[config.mk]
export PLATFORM = sky130hd
export DESIGN_NAME = inst_mem_loadable
export DESIGN_NICKNAME = d
export VERILOG_FILES = /design/src/rtl/inst_mem_loadable.sv
export SDC_FILE = /design/constraint.sdc
export NUM_CORES = 1
export LEC_CHECK = 0
export CORE_AREA = 5 5 156 158
export DETAILED_ROUTE_END_ITERATION = 10
export DIE_AREA = 0 0 161 163
export GPL_TIMING_DRIVEN = 0
export HOLD_SLACK_MARGIN = 0.1
export PLACE_DENSITY = 0.78
export SLEW_MARGIN = 25
export SYNTH_ARGS = -nofsm -noshare
export SYNTH_HDL_FRONTEND = slang
export SYNTH_SLANG_ARGS = --single-unit
[constraint.sdc]
create_clock -name clk -period 2.4 [get_ports clk]
set_clock_uncertainty 0.1 [all_clocks]
set_input_delay 0.48 -clock clk [delete_from_list [all_inputs] [get_ports clk]]
set_output_delay 0.48 -clock clk [all_outputs]
set_load 0.05 [all_outputs]
[src/rtl/inst_mem_loadable.sv]
// rtl/inst_mem_loadable.sv - byte-addressed big-endian instruction memory with clear/load FSM and byte loader
// Optional macro INST_MEM_BOOTROM_EN: CLEAR writes a built-in boot image and goes straight to RUN.
module inst_mem_loadable #(
    parameter int DEPTH_BYTES = 32,
    parameter int PTR_W       = 5
) (
    input  logic        clk,
    input  logic        reset,
    input  logic [31:0] PC,
    input  logic        fetch_en,
    output logic [31:0] Instruction_Code,
    output logic        inst_valid,
    output logic        addr_fault,
    input  logic [7:0]  load_data,
    input  logic        load_valid,
    input  logic        load_last,
    output logic        load_ready,
    output logic        mem_ready
);

    localparam int IDX_W = (DEPTH_BYTES > 1) ? $clog2(DEPTH_BYTES) : 1;

    localparam logic [1:0] ST_CLEAR = 2'd0;
    localparam logic [1:0] ST_LOAD  = 2'd1;
    localparam logic [1:0] ST_RUN   = 2'd2;

    localparam logic [PTR_W-1:0] LAST_PTR = PTR_W'(DEPTH_BYTES - 1);
    localparam logic [31:0]      MAX_PC   = 32'(DEPTH_BYTES - 4);

    logic [7:0]       mem_q [DEPTH_BYTES];
    logic [1:0]       state_q, state_d;
    logic [PTR_W-1:0] ptr_q, ptr_d;
    logic [31:0]      code_q, code_d;
    logic             inst_valid_q, inst_valid_d;
    logic             addr_fault_q, addr_fault_d;

    logic             mem_we;
    logic [IDX_W-1:0] mem_waddr;
    logic [7:0]       mem_wdata;
    logic             pc_legal;
    logic [IDX_W-1:0] fetch_base;

`ifdef INST_MEM_BOOTROM_EN
    function automatic logic [7:0] boot_byte(input logic [PTR_W-1:0] p);
        logic [31:0] w;
        int unsigned word_idx;
        word_idx = 32'(p) >> 2;
        case (word_idx)
            0:       w = 32'h8C01_0000;
            1:       w = 32'h0020_1020;
            2:       w = 32'h0041_1022;
            3:       w = 32'h0840_0005;
            4:       w = 32'h0041_1820;
            5:       w = 32'h0041_2020;
            6:       w = 32'hACA1_0000;
            default: w = 32'h0000_0000;
        endcase
        case (p[1:0])
            2'd0:    boot_byte = w[31:24];
            2'd1:    boot_byte = w[23:16];
            2'd2:    boot_byte = w[15:8];
            default: boot_byte = w[7:0];
        endcase
    endfunction

    // The loader port has no role once the boot image replaces LOAD.
    logic unused_loader;
    assign unused_loader = ^{load_data, load_valid, load_last};
`endif

    // Full 32-bit compare so high PC bits can never alias into the array.
    assign pc_legal   = (PC[1:0] == 2'b00) && (PC <= MAX_PC);
    assign fetch_base = PC[IDX_W-1:0];

    always_comb begin
        state_d      = state_q;
        ptr_d        = ptr_q;
        mem_we       = 1'b0;
        mem_waddr    = ptr_q[IDX_W-1:0];
        mem_wdata    = 8'h00;
        code_d       = code_q;
        inst_valid_d = 1'b0;
        addr_fault_d = 1'b0;

        case (state_q)
            ST_CLEAR: begin
                mem_we = 1'b1;
`ifdef INST_MEM_BOOTROM_EN
                mem_wdata = boot_byte(ptr_q);
`else
                mem_wdata = 8'h00;
`endif
                if (ptr_q == LAST_PTR) begin
                    ptr_d = '0;
`ifdef INST_MEM_BOOTROM_EN
                    state_d = ST_RUN;
`else
                    state_d = ST_LOAD;
`endif
                end else begin
                    ptr_d = ptr_q + PTR_W'(1);
                end
            end
            ST_LOAD: begin
                if (load_valid) begin
                    mem_we    = 1'b1;
                    mem_wdata = load_data;
                    if (load_last || (ptr_q == LAST_PTR)) begin
                        state_d = ST_RUN;
                        ptr_d   = '0;
                    end else begin
                        ptr_d = ptr_q + PTR_W'(1);
                    end
                end
            end
            default: begin
            end
        endcase

        // A request in the LOAD->RUN cycle sees state_q==LOAD and is dropped.
        if ((state_q == ST_RUN) && fetch_en) begin
            inst_valid_d = 1'b1;
            if (pc_legal) begin
                code_d = {mem_q[fetch_base],
                          mem_q[{fetch_base[IDX_W-1:2], 2'b01}],
                          mem_q[{fetch_base[IDX_W-1:2], 2'b10}],
                          mem_q[{fetch_base[IDX_W-1:2], 2'b11}]};
                addr_fault_d = 1'b0;
            end else begin
                code_d       = 32'h0000_0000;
                addr_fault_d = 1'b1;
            end
        end
    end

    always_ff @(posedge clk) begin
        if (reset) begin
            state_q      <= ST_CLEAR;
            ptr_q        <= '0;
            code_q       <= 32'h0000_0000;
            inst_valid_q <= 1'b0;
            addr_fault_q <= 1'b0;
        end else begin
            state_q      <= state_d;
            ptr_q        <= ptr_d;
            code_q       <= code_d;
            inst_valid_q <= inst_valid_d;
            addr_fault_q <= addr_fault_d;
        end
    end

    always_ff @(posedge clk) begin
        if (!reset && mem_we) begin
            mem_q[mem_waddr] <= mem_wdata;
        end
    end

    assign Instruction_Code = code_q;
    assign inst_valid       = inst_valid_q;
    assign addr_fault       = addr_fault_q;
    assign load_ready       = (state_q == ST_LOAD);
    assign mem_ready        = (state_q == ST_RUN);

endmodule

==> load_flow_metrics.sql, run 1 <==
INSERT INTO impl_metrics (metric_group, metric, value, unit) VALUES
('status', 'result_of_the_run', 'finished, violations left', ''),
('status', 'violations', 'negative setup slack', ''),
('floorplanning', 'num_rows', '56', ''),
('timing', 'report.final.slew_viol_count', '0', ''),
('logic_synthesis', 'synth.area.mux_share', '22.6', '%'),
('clock_network', 'tritoncts', 'done', ''),
('timing', 'tcrit_tclk_final', '105', '%'),
('power_and_ir_drop', 'pwr_density_cell', '684', 'nW/µm²'),
('power_and_ir_drop', 'net_switching_power_of_the_design', '2250', 'µW'),
('clock_network', 'cts_hold_repair.buffers', '0', ''),
('global_routing', 'grt_start_max_net_pins', '33', ''),
('floorplanning', 'ios', '81', ''),
('timing', 'final-hold-violation-count', '0', ''),
('critical_path', 'cp_num_buf_inv', '2', ''),
('logic_synthesis', 'synth_warnings', '0', ''),
('logic_synthesis', 'postSynthRegisterBits', '297', ''),
('global_routing', 'globalRouteMet1Util', '38.7', '%'),
('critical_path', 'critical_path.startpoint_type', 'input pin', ''),
('logic_synthesis', 'synth-xor-area-share', '0.200', '%'),
('floorplanning', 'die_y', '163', 'µm'),
('finish', 'most-common-layout-cells', 'sky130_fd_sc_hd__edfxtp_1, sky130_fd_sc_hd__mux4_2, sky130_fd_sc_hd__clkdlybuf4s50_1, sky130_fd_sc_hd__dfxtp_1, sky130_fd_sc_hd__nor2_1', ''),
('critical_path', 'worst-endpoint-required', '2.47', 'ns'),
('detailed_routing', 'post_drt_wl_per_cell', '31.1', 'µm'),
('logic_synthesis', 'yosysSeqAreaShare', '64.8', '%'),
('global_routing', 'antenna_found_initial', '0', ''),
('clock_network', 'clock-root-buffer', 'sky130_fd_sc_hd__clkbuf_16', ''),
('logic_synthesis', 'post_synthesis_async_set_or_reset_flop_share', '0', '%'),
('place', 'detail_placement_hpwl', '24.9', 'mm'),
('timing', 'grt_setup_unrepaired', 'yes', ''),
('finish', 'syn2layout_area_growth', '16.2', '%'),
('clock_network', 'clock-sinks', '297', ''),
('detailed_routing', 'vias', '8012', ''),
('floorplanning', 'initial_utilization', '57.1', '%'),
('power_and_ir_drop', 'design_power_total', '10400', 'µW'),
('critical_path', 'timing_worst_setup_path_type', 'in -> reg', ''),
('critical_path', 'crit_end', 'mem_q[7][6]', ''),
('power_and_ir_drop', 'cellInternalPower', '8190', 'µW'),
('place', 'placement.io_buffers', '77', ''),
('critical_path', 'critPathSlowestCell', 'sky130_fd_sc_hd__nor2_2', ''),
('clock_network', 'cts_buffer_depth', '3', ''),
('finish', 'mostFrequentLayoutCell', 'sky130_fd_sc_hd__edfxtp_1', ''),
('detailed_routing', 'drtPass1Iterations', '6', ''),
('detailed_routing', 'post_drt_via_cell_ratio', '6.97', ''),
('power_and_ir_drop', 'power.switching_fraction', '21.6', '%'),
('power_and_ir_drop', 'power.combinational.fraction', '5.9', '%'),
('global_routing', 'globalRoute.totalOverflow', '0', ''),
('logic_synthesis', 'mappedNetlistArea', '13100', 'µm²'),
('clock_network', 'h-tree-depth', '1', ''),
('power_and_ir_drop', 'peakVddDrop', '0.468', 'mV'),
('finish', 'layout-drive-gt1-share', '31.0', '%'),
('logic_synthesis', 'synth_flop_cell', 'sky130_fd_sc_hd__edfxtp_1', ''),
('timing', 'timing.final.setup_violations', '104', ''),
('logic_synthesis', 'yosysUniqueCellTypes', '47', ''),
('critical_path', 'timing.critical_path.cells', 'clkdlybuf4s50_1 > inv_1 > a21o_1 > nor2_1 > nand3_1 > nor2_2', ''),
('timing', 'whs', '0.427', 'ns'),
('logic_synthesis', 'dominant_combinational_cell_family_by_area_after_synthesis', 'multiplexers', ''),
('logic_synthesis', 'synth_adder_area_share', '0.476', '%'),
('critical_path', 'critPathTopFamily', 'simple AND/OR/NAND/NOR gates', ''),
('logic_synthesis', 'synthesis.area_per_instance', '18.0', 'µm²'),
('global_routing', 'met2_usage', '44.4', '%'),
('min_path', 'worstHoldPathType', 'reg -> reg', ''),
('global_routing', 'global_route.peak_usage_layer', 'met2', ''),
('logic_synthesis', 'synth_compound_gate_area_share', '4.36', '%'),
('finish', 'final_nets', '888', ''),
('global_routing', 'global_route.usage.met3', '5.44', '%'),
('floorplanning', 'core_region_area', '23000', 'µm²'),
('timing', 'fin_ws', '-0.128', 'ns'),
('critical_path', 'worst_ep_arrival_time', '2.60', 'ns'),
('critical_path', 'launching_instance_or_port_of_the_critical_path', 'load_valid', ''),
('global_routing', 'global_route.usage.total', '27.4', '%'),
('critical_path', 'setup.worst_path.end_class', 'flop', '');
synthesized netlist by cell type, drive strengths merged, types with 3 or more instances:
library cell,n,area share [%]
nand3b,6,0.34
mux4,111,19
o22a,4,0.27
a22oi,24,1.7
o21ai,4,0.15
mux2i,17,1.3
nand2,21,0.60
nor2b,6,0.29
a32oi,6,0.40
a31oi,5,0.24
nor3,3,0.11
inv,4,0.11
clkbuf,24,0.69
dfxtp,41,6.3
a21oi,11,0.42
nand3,10,0.38
nor4,7,0.45
buf,29,1.7
a221oi,4,0.27
edfxtp,256,59
ha,5,0.48
a211oi,5,0.29
nor2,72,2.1
and3,9,0.43
mux2,26,2.2
layer usage:
metal / share of wire, % / routed length [µm]
met5: 0 / 0
met3: 12 / 4340
met4: 3.1 / 1120
met2: 48 / 17100
met1: 37 / 13200
logic make-up after synthesis:
group	after synthesis
flip-flops	297
multiplexers	154
AO/OA/AOI/OAI	73
adder cells (fa/ha/maj)	5
AND/OR/NAND/NOR	141
buffers and inverters	57
XOR/XNOR	3
power by group through the flow:
stage                     combinational [µW]  sequential, µW  clock (µW)
final                                    619            5570        4250
after global routing                     647            5570        4500
after CTS                                606            5570        4260
after detailed placement                 599            5680           0
after global placement                   593            5680           0
after floorplan                          381            5670           0
metrics by stage:
step	util (%)	TNS, ns	cells	instance area [µm²]	setup WS [ns]
finish	66.4	-7.30	1150	15300	-0.128
global route	66.4	-17.15	1150	15300	-0.188
CTS	66.0	-11.39	1150	15200	-0.142
detailed placement	62.1	-225.68	1097	14300	-0.762
global placement	62.1	-204.79	1097	14300	-0.758
floorplan	-	0	730	13100	0.278
layout make-up:
class                           count  area, µm²
Buffer                             53        325
Clock inverter                     19        121
Tap cell                          290        363
Multi-Input combinational cell    376       4410
Inverter                            4       15.0
Clock buffer                       34        754
Sequential cell                   297       8510
Timing Repair Buffer               77        772
Fill cell                        1543       7720
registers in the layout, summed over array words and instances (netlist names):
register and count:
addr_fault 1, mem_q 256, inst_valid 1, mem_waddr 5, state_q 2, Instruction_Code 32
how the worst min path moves through the flow:
stage | startpoint | endpoint | slack, ns | cells after the start
2_1_floorplan | mem_waddr[1] | mem_waddr[1] | 0.38 | 2
3_3_place_gp | Instruction_Code[7] | Instruction_Code[7] | 0.39 | 2
3_5_place_dp | Instruction_Code[19] | Instruction_Code[19] | 0.41 | 2
4_1_cts | mem_waddr[1] | mem_waddr[1] | 0.42 | 2
5_1_grt | mem_waddr[1] | mem_waddr[1] | 0.45 | 2
6_report | Instruction_Code[16] | Instruction_Code[16] | 0.43 | 2
tightest hold or removal path, stage by stage, from the launching register on:
cell                      delay (ns)
sky130_fd_sc_hd__dfxtp_1        0.35
sky130_fd_sc_hd__a22oi_2        0.07
sky130_fd_sc_hd__nor2_1         0.07
what timing repair did:
action | in CTS | in global routing
endpoints found under the setup margin | 190 | 227
pin swaps | 0 | 0
gates resized for setup | 20 | 33
buffers inserted | 0 | 0
Note: power is estimated with default switching activity, not from simulation.
==> run 2: changes to the inputs <==
--- a/config.mk
+++ b/config.mk
@@ -11,7 +11,7 @@
 export GPL_TIMING_DRIVEN = 0
 export HOLD_SLACK_MARGIN = 0.1
 export PLACE_DENSITY = 0.78
-export SLEW_MARGIN = 25
+export SLEW_MARGIN = 20
 export SYNTH_ARGS = -nofsm -noshare
 export SYNTH_HDL_FRONTEND = slang
 export SYNTH_SLANG_ARGS = --single-unit
==> load_flow_metrics.sql, run 2 (synthesis results as in run 1) <==
INSERT INTO impl_metrics (metric_group, metric, value, unit) VALUES
('timing', 'final-hold-violation-count', '0', ''),
('timing', 'max_freq', '0.400', 'GHz'),
('critical_path', 'critPathSlowestCell', 'sky130_fd_sc_hd__nor2_1', ''),
('detailed_routing', 'drc_errors', '0', ''),
('timing', 'totalNegativeSetupSlack', '-3.40', 'ns'),
('floorplanning', 'ios', '81', ''),
('floorplanning', 'num_rows', '56', ''),
('critical_path', 'worst_path_largest_cell_delay', '0.75', 'ns'),
('place', 'place_ws', '-0.767', 'ns'),
('clock_network', 'clock-root-buffer', 'sky130_fd_sc_hd__clkbuf_16', ''),
('global_routing', 'grt_pass1_vias', '8130', ''),
('critical_path', 'setup.worst_path.end_class', 'flop', ''),
('global_routing', 'grt_pass1_wl', '52.8', 'mm'),
('clock_network', 'tritoncts', 'done', ''),
('floorplanning', 'initial_utilization', '57.1', '%'),
('power_and_ir_drop', 'power.switching_fraction', '20.9', '%'),
('timing', 'tcrit_tclk_final', '104', '%'),
('detailed_routing', 'ant_nets', '0', ''),
('critical_path', 'timing.critical_path.cells', 'clkdlybuf4s50_1 > inv_1 > a21o_1 > nor2_1 > nand2_1 > nor2_1', ''),
('finish', 'syn2layout_area_growth', '17.0', '%'),
('clock_network', 'tritoncts.num_buffers', '30', ''),
('run', 'max_cap_violations', '0', ''),
('power_and_ir_drop', 'cellInternalPower', '8550', 'µW'),
('power_and_ir_drop', 'sequentialPowerShare', '51.5', '%'),
('power_and_ir_drop', 'pwr_density_cell', '703', 'nW/µm²'),
('timing', 'whs', '0.426', 'ns'),
('clock_network', 'clk_pin_slew_worst_paths', '0.06', 'ns'),
('power_and_ir_drop', 'net_switching_power_of_the_design', '2260', 'µW'),
('power_and_ir_drop', 'power.combinational.fraction', '5.7', '%'),
('critical_path', 'critical_path.startpoint_type', 'input pin', ''),
('finish', 'final_nets', '889', ''),
('finish', 'multi_input_area', '4410', 'µm²'),
('status', 'violations', 'negative setup slack', ''),
('timing', 'report.final.slew_viol_count', '0', ''),
('critical_path', 'critical_path.most_common_cell', 'sky130_fd_sc_hd__nor2_1', ''),
('critical_path', 'worst_ep_arrival_time', '2.57', 'ns'),
('critical_path', 'worst-endpoint-required', '2.47', 'ns'),
('floorplanning', 'dieWidth', '161', 'µm'),
('timing', 'max_slew.worst_pin.slew', '1.06', 'ns'),
('min_path', 'worstHoldPathType', 'reg -> reg', ''),
('power_and_ir_drop', 'peakVddDrop', '0.495', 'mV'),
('finish', 'layout.filler_cells', '1500', ''),
('detailed_routing', 'drtPass1Iterations', '6', ''),
('clock_network', 'clock_latency', '0.56', 'ns'),
('clock_network', 'cts_buffer_depth', '3', ''),
('timing', 'grt_setup_unrepaired', 'yes', ''),
('clock_network', 'cts_hold_repair.buffers', '0', ''),
('timing', 'fin_ws', '-0.101', 'ns'),
('finish', 'seq_area', '8510', 'µm²'),
('finish', 'most-common-layout-cells', 'sky130_fd_sc_hd__edfxtp_1, sky130_fd_sc_hd__mux4_2, sky130_fd_sc_hd__clkdlybuf4s50_1, sky130_fd_sc_hd__nor2_1, sky130_fd_sc_hd__dfxtp_1', ''),
('global_routing', 'grt_start_max_net_pins', '33', ''),
('timing', 'finalWorstPathRequiredPeriod', '2.50', 'ns'),
('clock_network', 'clock-sinks', '297', ''),
('place', 'placement.io_buffers', '77', ''),
('critical_path', 'timing_worst_setup_path_type', 'in -> reg', ''),
('place', 'place.detailed.instances', '1097', ''),
('floorplanning', 'die_y', '163', 'µm'),
('finish', 'top_register', 'mem_q', ''),
('status', 'result_of_the_run', 'finished, violations left', ''),
('clock_network', 'h-tree-depth', '1', ''),
('detailed_routing', 'vias', '7990', ''),
('clock_network', 'post-cts-setup-buffer-count', '0', ''),
('place', 'detail_placement_hpwl', '25.0', 'mm'),
('timing', 'headroom_to_the_max_slew_limit', '29.6', '%'),
('global_routing', 'antenna_found_initial', '0', ''),
('critical_path', 'critPathTopFamily', 'simple AND/OR/NAND/NOR gates', ''),
('floorplanning', 'design.die.area', '26200', 'µm²'),
('finish', 'finalNonFillerCells', '1153', ''),
('place', 'place.gp.congestion', '0.920', ''),
('finish', 'mostFrequentLayoutCell', 'sky130_fd_sc_hd__edfxtp_1', ''),
('floorplanning', 'core_region_area', '23000', 'µm²'),
('power_and_ir_drop', 'share_clk_of_total_power', '42.7', '%'),
('detailed_routing', 'post_drt_wl_per_cell', '31.2', 'µm'),
('critical_path', 'cp_num_buf_inv', '2', ''),
('finish', 'largest_reg_flops', '256', ''),
('timing', 'timing.final.setup_violations', '65', ''),
('global_routing', 'global_route.usage.total', '27.6', '%'),
('detailed_routing', 'totalWireLength', '35.9', 'mm'),
('finish', 'insertedDiodeCount', '0', ''),
('finish', 'layout-drive-gt1-share', '30.4', '%'),
('global_routing', 'globalRoute.totalOverflow', '0', ''),
('power_and_ir_drop', 'p_leak', '0.00547', 'µW'),
('detailed_routing', 'drtIter0Drc', '1046', ''),
('power_and_ir_drop', 'design_power_total', '10800', 'µW'),
('critical_path', 'worst-path-max-fanout', '8', ''),
('detailed_routing', 'post_drt_via_cell_ratio', '6.93', '');
-- run 2: layer usage --
layer / vias to the layer above / share of wire, % / routed length (µm) / GRT usage (%)
met1: 3994 / 36 / 12800 / 39.1
met5: - / 0 / 0 / 0
li1: 3229 / - / - / -
met4: 0 / 3.8 / 1360 / 9.50
met3: 94 / 13 / 4690 / 5.44
met2: 673 / 48 / 17100 / 43.9
-- run 2: path summary, 6_finish.rpt --
| path | from | slack, ns | cells past startpoint | to |
|---|---|---|---|---|
| worst min register to register | Instruction_Code[8] | 0.43 | 2 | Instruction_Code[8] |
| worst max-delay path | load_valid | -0.10 | 6 | mem_q[1][1] |
| worst min-delay path | Instruction_Code[8] | 0.43 | 2 | Instruction_Code[8] |
| worst max register to register | state_q[0] | -0.01 | 4 | mem_q[1][1] |
-- run 2: through the flow --
stage	instance area (µm²)	utilization [%]
floorplan	13100	-
global placement	14300	62.1
detailed placement	14300	62.1
CTS	15300	66.4
global route	15400	66.9
finish	15400	66.9
-- run 2: power groups by stage --
stage | clock network, µW | registers (µW) | logic, µW
2_1_floorplan | 0 | 5670 | 381
3_3_place_gp | 0 | 5680 | 593
3_5_place_dp | 0 | 5680 | 598
4_1_cts | 4640 | 5570 | 605
5_1_grt | 4860 | 5570 | 648
6_report | 4620 | 5570 | 619
-- run 2: area by class of cell --
type                       count  area share [%]
tap                          290            2.36
sequential                   297            55.4
inverter                       4          0.0977
timing repair buffer          77            5.02
clock inverter                12           0.708
buffer                        53            2.14
clock buffer                  44            5.63
multi-input combinational    376            28.7
-- run 2: worst min-delay path: stages, from the launching register on --
cell	delay [ns]
sky130_fd_sc_hd__dfxtp_1	0.34
sky130_fd_sc_hd__a22oi_1	0.08
sky130_fd_sc_hd__nor2_1	0.07
-- run 2: timing repair --
| action | 4_1_cts | 5_1_grt |
|---|---|---|
| hold endpoints to repair | 0 | 0 |
| pin swaps | 0 | 0 |
| setup endpoints to repair | 341 | 250 |
| resized for setup | 24 | 37 |
